==> config.mk <==
export PLATFORM = sky130hd
export DESIGN_NAME = e3_bcd_dec
export DESIGN_NICKNAME = d
export VERILOG_FILES = /design/src/rtl/e3_pkg.sv /design/src/rtl/e3_digit_dec.sv /design/src/rtl/e3_bcd_dec.sv
export SDC_FILE = /design/constraint.sdc
export NUM_CORES = 1
export LEC_CHECK = 0
export ABC_AREA = 1
export CAP_MARGIN = 25
export CORE_MARGIN = 10
export CORE_UTILIZATION = 35
export CTS_BUF_LIST = sky130_fd_sc_hd__clkbuf_4 sky130_fd_sc_hd__clkbuf_8
export DETAILED_ROUTE_END_ITERATION = 7
export GPL_TIMING_DRIVEN = 0
export PLACE_DENSITY = 0.66
export SYNTH_ARGS = -nofsm -noshare
export SYNTH_HDL_FRONTEND = slang
export SYNTH_SLANG_ARGS = --single-unit
==> constraint.sdc <==
create_clock -name clk -period 1 [get_ports clk]
set_clock_uncertainty 0.1 [all_clocks]
set_input_delay 0.1 -clock clk [delete_from_list [all_inputs] [get_ports clk]]
set_output_delay 0.1 -clock clk [all_outputs]
set_load 0.1 [all_outputs]
==> src/rtl/e3_pkg.sv <==
// Shared Excess-3 constants and the decoder FSM state encoding.
package e3_pkg;

    localparam logic [3:0] E3_OFFSET = 4'd3;
    localparam logic [3:0] E3_MIN    = 4'd3;
    localparam logic [3:0] E3_MAX    = 4'd12;

    typedef logic [0:0] e3_state_t;

    localparam e3_state_t COLLECT = 1'b0;
    localparam e3_state_t HOLD    = 1'b1;

endpackage

==> src/rtl/e3_digit_dec.sv <==
// Single Excess-3 digit to BCD nibble; illegal codes decode to zero with o_legal_c low.
module e3_digit_dec
    import e3_pkg::*;
(
    input  logic [3:0] i_e3,
    output logic [3:0] o_bcd_c,
    output logic       o_legal_c
);

    logic w_legal;

    assign w_legal   = (i_e3 >= E3_MIN) && (i_e3 <= E3_MAX);
    // Subtract only on legal codes so no wrapped value leaks out.
    assign o_bcd_c   = w_legal ? 4'(i_e3 - E3_OFFSET) : 4'd0;
    assign o_legal_c = w_legal;

endmodule

==> src/rtl/e3_bcd_dec.sv <==
// Serial Excess-3 to packed BCD decoder: collects digits MSD first until in_last,
// then holds the right-aligned word with error flags until the consumer takes it.
module e3_bcd_dec
    import e3_pkg::*;
#(
    parameter int unsigned NDIGITS = 4,
    parameter int unsigned CW      = $clog2(NDIGITS + 1)
) (
    input  logic                 clk,
    input  logic                 rst,
    input  logic                 in_valid,
    output logic                 in_ready,
    input  logic [3:0]           in_e3,
    input  logic                 in_last,
    output logic                 out_valid,
    input  logic                 out_ready,
    output logic [4*NDIGITS-1:0] out_bcd,
    output logic [CW-1:0]        out_ndig,
    output logic                 out_err_code,
    output logic                 out_err_ovf
);

    localparam int unsigned AW = 4 * NDIGITS;

    e3_state_t     r_state;
    e3_state_t     w_state_nxt;
    logic [AW-1:0] r_acc;
    logic [AW-1:0] w_acc_nxt;
    logic [AW-1:0] w_acc_shl;
    logic [CW-1:0] r_ndig;
    logic [CW-1:0] w_ndig_nxt;
    logic          r_err_code;
    logic          w_err_code_nxt;
    logic          r_err_ovf;
    logic          w_err_ovf_nxt;
    logic [3:0]    w_nib;
    logic          w_legal;

    e3_digit_dec u_digit_dec (
        .i_e3      (in_e3),
        .o_bcd_c   (w_nib),
        .o_legal_c (w_legal)
    );

    // Shift the new nibble in at the bottom; the oldest digit falls off the top.
    if (NDIGITS > 1) begin : g_shift_multi
        assign w_acc_shl = {r_acc[AW-5:0], w_nib};
    end else begin : g_shift_single
        assign w_acc_shl = w_nib;
    end

    always_comb begin
        w_state_nxt    = r_state;
        w_acc_nxt      = r_acc;
        w_ndig_nxt     = r_ndig;
        w_err_code_nxt = r_err_code;
        w_err_ovf_nxt  = r_err_ovf;
        case (r_state)
            COLLECT: begin
                if (in_valid) begin
                    w_acc_nxt = w_acc_shl;
                    if (!w_legal) begin
                        w_err_code_nxt = 1'b1;
                    end
                    if (r_ndig < CW'(NDIGITS)) begin
                        w_ndig_nxt = CW'(r_ndig + CW'(1));
                    end else begin
                        w_err_ovf_nxt = 1'b1;
                    end
                    if (in_last) begin
                        w_state_nxt = HOLD;
                    end
                end
            end
            default: begin
                if (out_ready) begin
                    w_state_nxt    = COLLECT;
                    w_acc_nxt      = '0;
                    w_ndig_nxt     = '0;
                    w_err_code_nxt = 1'b0;
                    w_err_ovf_nxt  = 1'b0;
                end
            end
        endcase
    end

    always_ff @(posedge clk) begin
        if (rst) begin
            r_state    <= COLLECT;
            r_acc      <= '0;
            r_ndig     <= '0;
            r_err_code <= 1'b0;
            r_err_ovf  <= 1'b0;
        end else begin
            r_state    <= w_state_nxt;
            r_acc      <= w_acc_nxt;
            r_ndig     <= w_ndig_nxt;
            r_err_code <= w_err_code_nxt;
            r_err_ovf  <= w_err_ovf_nxt;
        end
    end

    assign in_ready     = (r_state == COLLECT);
    assign out_valid    = (r_state == HOLD);
    assign out_bcd      = r_acc;
    assign out_ndig     = r_ndig;
    assign out_err_code = r_err_code;
    assign out_err_ovf  = r_err_ovf;

endmodule

Word level (Yosys, flattened, before mapping)
Index checks and enable logic that the tools add are counted.
W data, S select, Z words.
- add/sub/neg operators: 2
- $lt $le $gt $ge: 3
- eq/ne operators: 3
- multiplexer cells: 19
- bitwise logic cells: 1
- reduce and logical (&&, ||, !) cells: 7
- operators with widths (operator ; count):
    $mux W16 ; 3
    $mux W3 ; 4
    $mux W1 ; 11
    $reduce_and A3 Y1 ; 3
    $ne A2 B2 Y1 const B ; 3
    $ge A4 B2 Y1 const B ; 1
    $le A4 B4 Y1 const B ; 1
    $mux W4 ; 1
    $reduce_bool A2 Y1 ; 2
    $sub A4 B2 Y4 const B ; 1
    $add A3 B1 Y3 const B ; 1
    $lt A3 B3 Y1 const B ; 1
    $reduce_and A2 Y1 ; 1
    $logic_and A1 B1 Y1 ; 1
    $not A1 Y1 ; 1
- flip-flop bits (word level): 22
- input port bits: 9
- output and inout bits: 23
- word-level logic and storage cells: 40

Logic depth before layout (Yosys ltp)
Gate-level depths: netlist (run 1).
- depth in word-level cells: 5
- depth in mapped cells: 8
- gate-level depth less buffers: 8

Cells and area by module
From an unflattened synthesis (run 1), not the netlist that was laid out.
- cell total of the unflattened synthesis: 124
- area total of the unflattened synthesis: 1049.8 µm²
- by module, submodules not included (module ; times used ; cells an instance ; area an instance (µm²) ; sequential area each (µm²)):
    e3_bcd_dec ; 1 ; 103 ; 912.1 ; 440.4
    e3_digit_dec ; 1 ; 21 ; 137.6 ; 0.0

Least setup slack after synthesis (run 1)
No wires, ideal clock.
- kind: flip-flop to flip-flop
- start: register r_state, in the netlist out_valid
- end: register r_acc[10], in the netlist out_bcd[10]
- setup time: 0.067 ns
- data arrival time: 2.147 ns
- required time: 0.833 ns
- slack: -1.313 ns
- stages on the path, launching flop included: 8
- path buffers: 1
- period minus slack after synthesis: 2.313 ns
- cell sequence: dfxtp_1 inv_2 nand2_4 nand2_4 inv_6 buf_12 nand2_2 a21oi_2
- cells in the longest elaborated chain, start to end: 2
- elaborated cells on any way between the ends: 4
- those cells by class: eq/ne (1); mux (1); reduce/logical (2)
- RTL lines (item ; RTL line ; text):
    start: declaration ; e3_bcd_dec.sv:25 ; e3_state_t r_state;
    start signal: assignment ; e3_bcd_dec.sv:95 ; r_state <= w_state_nxt;
    $ne A2 B2 Y1 (no line) / $reduce_bool A2 Y1 (equally long branches) ; - ;
    $reduce_and A2 Y1 (no line) ; - ;
    end signal: assignment ; e3_bcd_dec.sv:96 ; r_acc <= w_acc_nxt;
    end: declaration ; e3_bcd_dec.sv:27 ; logic [AW-1:0] r_acc;
Several ways; a longest one is shown, not always the timed one.
A chain may end at the register's enable or synchronous reset.

Final worst setup path (run 1)
- start: register r_state, in the netlist out_valid
- end: register r_acc[15], in the netlist out_bcd[15]
Same word-level chain as after synthesis.

==> impl_results.md, run 1 <==
* Worst hold path cell count at 2
* Fin Hold WS at -0.03945 ns
* DP HPWL at 1837 um
* Period minus WS final at 1.245 ns
* Core ar. at 2734 um^2
* Setup crit end kind: flop
* Synth area leader: dfxtp_1
* Reg2Reg Depth at 7
* Complex-gate fraction of the synthesized area at 0.1441
* Status: finished with violations
* Num CTS Buffers at 3
* Setup violators final at 44
* Final slew viol count at 0
* Initial Util at 0.3620
* Overall Global Routing Usage at 0.1074
* RSZ-0062 raised after global routing: true
* Sink Count at 22
* Rel. slew slack at 0.8133
* R2r startpoint: out_valid
* VDD IR max at 0.001978 V
* DR vias at 1002
* Critical path launch point type: flop
* Synthesis-to-finish area growth at 98.74%
* Rows at 19
* Hold Crit Class: input pin to flop
* Max clock buf depth at 2
* H-tree Lvls at 1
* Total of warnings raised by yosys at 0
* Design area at 1967 um^2
* Reg area at 498.0 um^2
* Post-Synthesis Cell Area at 989.7 um^2
* Crit path DAT at 1.39 ns
* R2R Setup Slk at -0.24 ns
* Synthesized instance count at 123
* Fmax at 0.8033 GHz
* Tightest Pin Transition at 0.2801 ns
* Violated checks: hold timing, setup timing
* Antenna Nets Post-Route at 0
* Die height at 73.18 um
* Place WS at -0.7619 ns
* Pwr Density at 1195 nW/um^2
* Syn Area/Cell at 8.046 um^2
* First-pass GRT wire length at 4712 um
* Drt pass-1 iters at 4
* Setup ws final at -0.2448 ns
* XOR/XNOR Fraction of Synth Area at 0
* Vias in the first global route at 1088
* Maxcap violations at 0
* Hold Path Sink: out_bcd[8]
* Clock transition at the registers of the reported paths at 0.13 ns
* CP max FO at 6
* Post-synthesis sequential area ratio at 0.4450
* DR WL/cell at 13.89 um
* Area of the multi-input gates at 526.8 um^2
* Synth Area in Simple Gates at 0.2845
* Yosys top cell area share at 0.4450
* Distinct cells, synth at 17
* CTS tree: built
* # nets final at 195
* Largest family of logic cells by synthesized area: simple AND/OR/NAND/NOR gates
* Initial antenna violation count at 0
* I/O Pins at 32
* Syn_nets at 135
* Fin crit share at 1.245
* Hold path startpoint: rst
* Fill count at 205
* Vias per cell at 4.704
* DRC viols at 0
* GR Overflow Total at 0
* Antenna diodes at 0
* Root buffer cell: clkbuf_4
* Violation count after the first detailed-route iteration at 41
* Synth area leaders: dfxtp_1 (45%), nand2_1 (11%), a21oi_2 (8.8%)
* Final hold vios at 6
* Largest net degree at the start of global routing at 14
* Worst skew pair latency at 0.31 ns
* Gpl congestion at 0.7202
* Crit path required time at 1.14 ns
* FF-to-FF End: out_bcd[15]
* Synthesis-stage register bit count at 22
* DIE WIDTH at 73.18 um
* Synth Area in Adders at 0.03793
* Die footprint at 5355 um^2
* WL final at 2958 um
* Leakage at 0.8532 nW
* Dpl cell area at 1383 um^2
* Crit path kind: flop to flop
* Mux contribution to synthesized area at 0
* Share of cells above drive strength 1 at 0.6099
* Port bufs at 30
[metrics by stage]
stage               power (mW)  std cells    util  setup TNS, ns
floorplan                1.373        123       -         -6.983
global placement         1.504        184  0.5057         -23.85
detailed placement       1.511        184  0.5057         -24.27
CTS                      2.297        206  0.6728         -4.414
global route             2.460        213  0.7195         -6.856
finish                   2.351        213  0.7195         -4.685
[worst max-delay path by stage]
stage,startpoint,endpoint,cells after the start
detailed placement,out_valid,in_ready,2
floorplan,out_valid,out_bcd[10],7
global placement,out_valid,in_ready,2
global route,out_valid,out_bcd[15],7
finish,out_valid,out_bcd[15],7
CTS,out_valid,in_ready,2
[cell families after synthesis]
logic type | Yosys count
simple gates | 61
flops | 22
compound gates | 21
buf+inv | 16
fa+ha+maj | 3
[flip-flops by register name (all words and copies together) (netlist names)]
| register | count |
|---|---|
| out_bcd | 16 |
| out_ndig | 3 |
| out_err_code | 1 |
| out_err_ovf | 1 |
| out_valid | 1 |
[cell usage in the layout, fill, tap and decap left out]
cell type / count
bufinv_16: 1
nor2_2: 2
nor2_1: 11
buf_4: 24
nand4_1: 3
nand2_8: 2
clkdlybuf4s50_1: 5
nand3_2: 2
dlygate4sd2_1: 2
ha_1: 3
dfxtp_2: 10
clkinv_8: 1
o21ai_1: 1
inv_12: 1
buf_8: 1
a21oi_1: 8
nand2_1: 27
buf_2: 2
buf_12: 24
a21oi_2: 12
dfxtp_4: 12
clkbuf_16: 1
inv_1: 9
nand2_4: 4
nand3_1: 2
clkbuf_4: 3
nand2_2: 8
inv_4: 1
[critical path: stages (launching register included)]
cell,delay (ns)
dfxtp_4,0.46
inv_12,0.05
nand2_8,0.08
nand2_8,0.08
clkinv_8,0.07
clkbuf_16,0.14
nand2_4,0.04
a21oi_2,0.15
[cell usage after synthesis]
cell type	number
a21oi_1	10
a21oi_2	10
buf_12	1
buf_2	2
clkbuf_4	1
dfxtp_1	22
ha_1	3
inv_1	9
inv_2	2
inv_6	1
nand2_1	29
nand2_2	10
nand2_4	2
nand3_1	4
nand4_1	3
nor2_1	13
o21ai_0	1
[area by class of cell]
type,instances,share of cell area
sequential,22,0.2532
clock inverter,1,0.01527
inverter,12,0.03690
timing repair buffer,55,0.3728
clock buffer,3,0.01145
tap,31,0.01972
multi-input combinational,85,0.2678
buffer,4,0.02290
[metal layers]
layer | vias to the layer above | GRT usage | part of all wire
li1 | 511 | - | -
met1 | 465 | 0.09502 | 0.36
met2 | 24 | 0.2073 | 0.54
met3 | 2 | 0.05986 | 0.084
met4 | 0 | 0.01688 | 0.011
met5 | - | 0 | 0
[what timing repair did]
| item | CTS | global route |
|---|---|---|
| setup buffers | 18 | 6 |
| resized for setup | 223 | 14 |
| pin swaps | 0 | 5 |
| gates cloned | 0 | 1 |
| endpoints found under the hold margin | 7 | 6 |
| setup endpoints to repair | 43 | 45 |
[power by group]
group | total [mW] | switching (mW) | internal, mW
combinational | 0.731 | 0.437 | 0.294
clock | 0.686 | 0.281 | 0.405
sequential | 0.933 | 0.0433 | 0.890
total | 2.35 | 0.761 | 1.59
Note: power is estimated with default switching activity, not from simulation.
==> inputs of run 2 (changes only) <==
- DONT_BUFFER_PORTS: not set -> 1
- PLACE_DENSITY: 0.66 -> not set
- SKIP_CTS_REPAIR_TIMING: not set -> 1
==> run 2 against run 1 <==
Net effect:
- the run still ends with hold timing, setup timing left
- critical path depth is 1 lower
- setup slack got worse by 0.25 ns
- routed wire length decreased by 20%
- clock-buffer cell count is 1 higher
- die area unchanged
- fmax is 17% lower
- sequential power up 22%
- total power shrank 18%
- sequential share of layout area up 14 points
- register-to-register slack got worse by 0.25 ns
- via count is 18% lower
==> impl_results.md, run 2 (synthesis results as in run 1) <==
* Status: finished with violations (unchanged)
* Violated checks: hold timing, setup timing (unchanged)
* Die footprint at 5355 um^2 (unchanged)
* Largest net degree at the start of global routing at 13 (was 14)
* VDD IR max at 0.0009723 V (was 0.001978 V)
* H-tree Lvls at 1 (unchanged)
* Comb power frac at 0.160 (was 0.311)
* Core ar. at 2734 um^2 (unchanged)
* Pwr Density at 1505 nW/um^2 (was 1195 nW/um^2)
* Dpl cell area at 1082 um^2 (was 1383 um^2)
* RSZ-0062 raised after global routing: true (unchanged)
* DRC viols at 0 (unchanged)
* P_int at 1.243 mW (was 1.590 mW)
* Crit path buffers/inverters at 2 (was 3)
* Hold Crit Class: input pin to flop (unchanged)
* Antenna diodes at 0 (unchanged)
* Design area at 1284 um^2 (was 1967 um^2)
* Fin Hold WS at -0.02384 ns (was -0.03945 ns)
* Vias in the first global route at 824 (was 1088)
* Reg2Reg Depth at 6 (was 7)
* Hold path startpoint: rst (unchanged)
* Clock transition at the registers of the reported paths at 0.12 ns (was 0.13 ns)
* Leakage at 0.5024 nW (was 0.8532 nW)
* Fin crit share at 1.495 (was 1.245)
* Commonest non-fill, non-tap cell in the layout: nand2_1 (unchanged)
* R2r startpoint: out_valid (unchanged)
* Largest register FFs at 16 (unchanged)
* CP max stage delay at 0.62 ns (was 0.46 ns)
* FF-to-FF End: out_bcd[9] (was out_bcd[15])
* Crit-path leading delay family: flip-flops (unchanged)
* Synthesis-to-finish area growth at 29.71% (was 98.74%)
* CP max FO at 7 (was 6)
* Period minus WS final at 1.495 ns (was 1.245 ns)
* Switching share of power at 0.3568 (was 0.3238)
* Worst skew pair latency at 0.30 ns (was 0.31 ns)
* Share of cells above drive strength 1 at 0.4889 (was 0.6099)
* Crit path required time at 1.09 ns (was 1.14 ns)
* Root buffer cell: clkbuf_4 (unchanged)
* Final slew viol count at 0 (unchanged)
* Hold Path Sink: out_bcd[15] (was out_bcd[8])
* Placed cells at 154 (was 184)
* Overall Global Routing Usage at 0.08851 (was 0.1074)
* DR vias at 819 (was 1002)
* Violation count after the first detailed-route iteration at 30 (was 41)
* # nets final at 148 (was 195)
* CTS tree: built (unchanged)
* Switching power total at 689.5 uW (was 761.1 uW)
* First-pass GRT wire length at 3836 um (was 4712 um)
* Max clock buf depth at 2 (unchanged)
* Clk network pwr share at 0.248 (was 0.292)
* Rows at 19 (unchanged)
* Crit path kind: flop to flop (unchanged)
* DP HPWL at 1854 um (was 1837 um)
* Gpl congestion at 0.7053 (was 0.7202)
* I/O Pins at 32 (unchanged)
* Drt pass-1 iters at 4 (unchanged)
* Initial antenna violation count at 0 (unchanged)
* Tightest Pin Transition at 0.5563 ns (was 0.2801 ns)
* Setup crit end kind: flop (unchanged)
* Port bufs at 0 (was 30)
* Setup violators final at 45 (was 44)
* Sum Neg Setup Slack at -12.34 ns (was -4.685 ns)
* Most frequent cells in the layout: nand2_1 (27), dfxtp_4 (13), a21oi_2 (12) (was nand2_1 (27), buf_12 (24), buf_4 (24))
* Vias per cell at 4.934 (was 4.704)
* Sink Count at 22 (unchanged)
* Num CTS Buffers at 3 (unchanged)
* Setup ws final at -0.4952 ns (was -0.2448 ns)
* Non-Filler Instances at 166 (was 213)
* Final hold vios at 6 (unchanged)
* R2R Setup Slk at -0.50 ns (was -0.24 ns)
* Crit path DAT at 1.59 ns (was 1.39 ns)
* Die height at 73.18 um (unchanged)
* Slowest stage cell, crit path: dfxtp_4 (unchanged)
* WL final at 2367 um (was 2958 um)
* Initial Util at 0.3620 (unchanged)
* Cells along the critical path: nand2_2 > nand2_8 > clkinv_8 > clkbuf_16 > nand2_2 > a21oi_2 (was inv_12 > nand2_8 > nand2_8 > clkinv_8 > clkbuf_16 > nand2_4 > a21oi_2)
* DR WL/cell at 14.26 um (was 13.89 um)
* Critical path launch point type: flop (unchanged)
* Most used cell, CP: nand2_2 (was nand2_8)
* DIE WIDTH at 73.18 um (unchanged)
* Register share of total power at 0.592 (was 0.397)
* Fmax at 0.6688 GHz (was 0.8033 GHz)
* Maxcap violations at 0 (unchanged)
* GR Overflow Total at 0 (unchanged)
* Antenna Nets Post-Route at 0 (unchanged)
* Worst hold path cell count at 2 (unchanged)
* Rel. slew slack at 0.6291 (was 0.8133)
==> run 2: changes by cell type in the layout (fill, tap and decap cells not counted), moves of 2 or more <==
cell             change
dlygate4sd3_1        +4
nand2_4              -3
dlygate4sd2_1        -2
buf_4               -21
clkdlybuf4s50_1      -5
nand2_2              +3
buf_12              -23
==> run 2: cell type report <==
cell class / count / area [um^2]
timing repair buffer: 8 / 87.58
multi-input combinational: 85 / 506.7
fill: 269 / 1450
tap: 31 / 38.79
clock buffer: 4 / 36.28
sequential: 22 / 500.5
inverter: 12 / 72.57
buffer: 4 / 41.29
==> run 2: worst max path at each step <==
stage | start | endpoint | slack [ns] | cells after the start
after floorplan | out_valid | out_bcd[10] | -0.39 | 7
after global placement | out_valid | out_bcd[6] | -0.45 | 7
after detailed placement | out_valid | out_bcd[7] | -0.45 | 7
after CTS | out_valid | out_bcd[7] | -0.48 | 7
after global routing | out_valid | out_bcd[6] | -0.55 | 6
final | out_valid | out_bcd[9] | -0.50 | 6
==> run 2: power groups by stage <==
stage	combinational, mW	clock [mW]	sequential, mW
2_1_floorplan	0.200	0	1.17
3_3_place_gp	0.227	0	1.18
3_5_place_dp	0.235	0	1.19
4_1_cts	0.237	0.506	1.17
5_1_grt	0.342	0.546	1.15
6_report	0.310	0.479	1.14
==> run 2: routing by layer <==
layer  global-route usage  wire length (um)  vias up
met1              0.08106               838      370
met2               0.1538              1177       26
met3              0.06939               342        2
met4              0.01266                 9        0
li1                     -                 -      421
met5                    0                 0        -
==> run 2: per-stage QoR <==
stage	total power, mW	util	hold slack [ns]	setup slack [ns]
global placement	1.412	0.3959	0.1531	-0.4466
finish	1.932	0.4696	-0.02384	-0.4952
global route	2.040	0.4696	-0.03706	-0.5500
CTS	1.908	0.4092	-0.1701	-0.4838
floorplan	1.373	-	0.1393	-0.3875
detailed placement	1.422	0.3959	0.1609	-0.4525
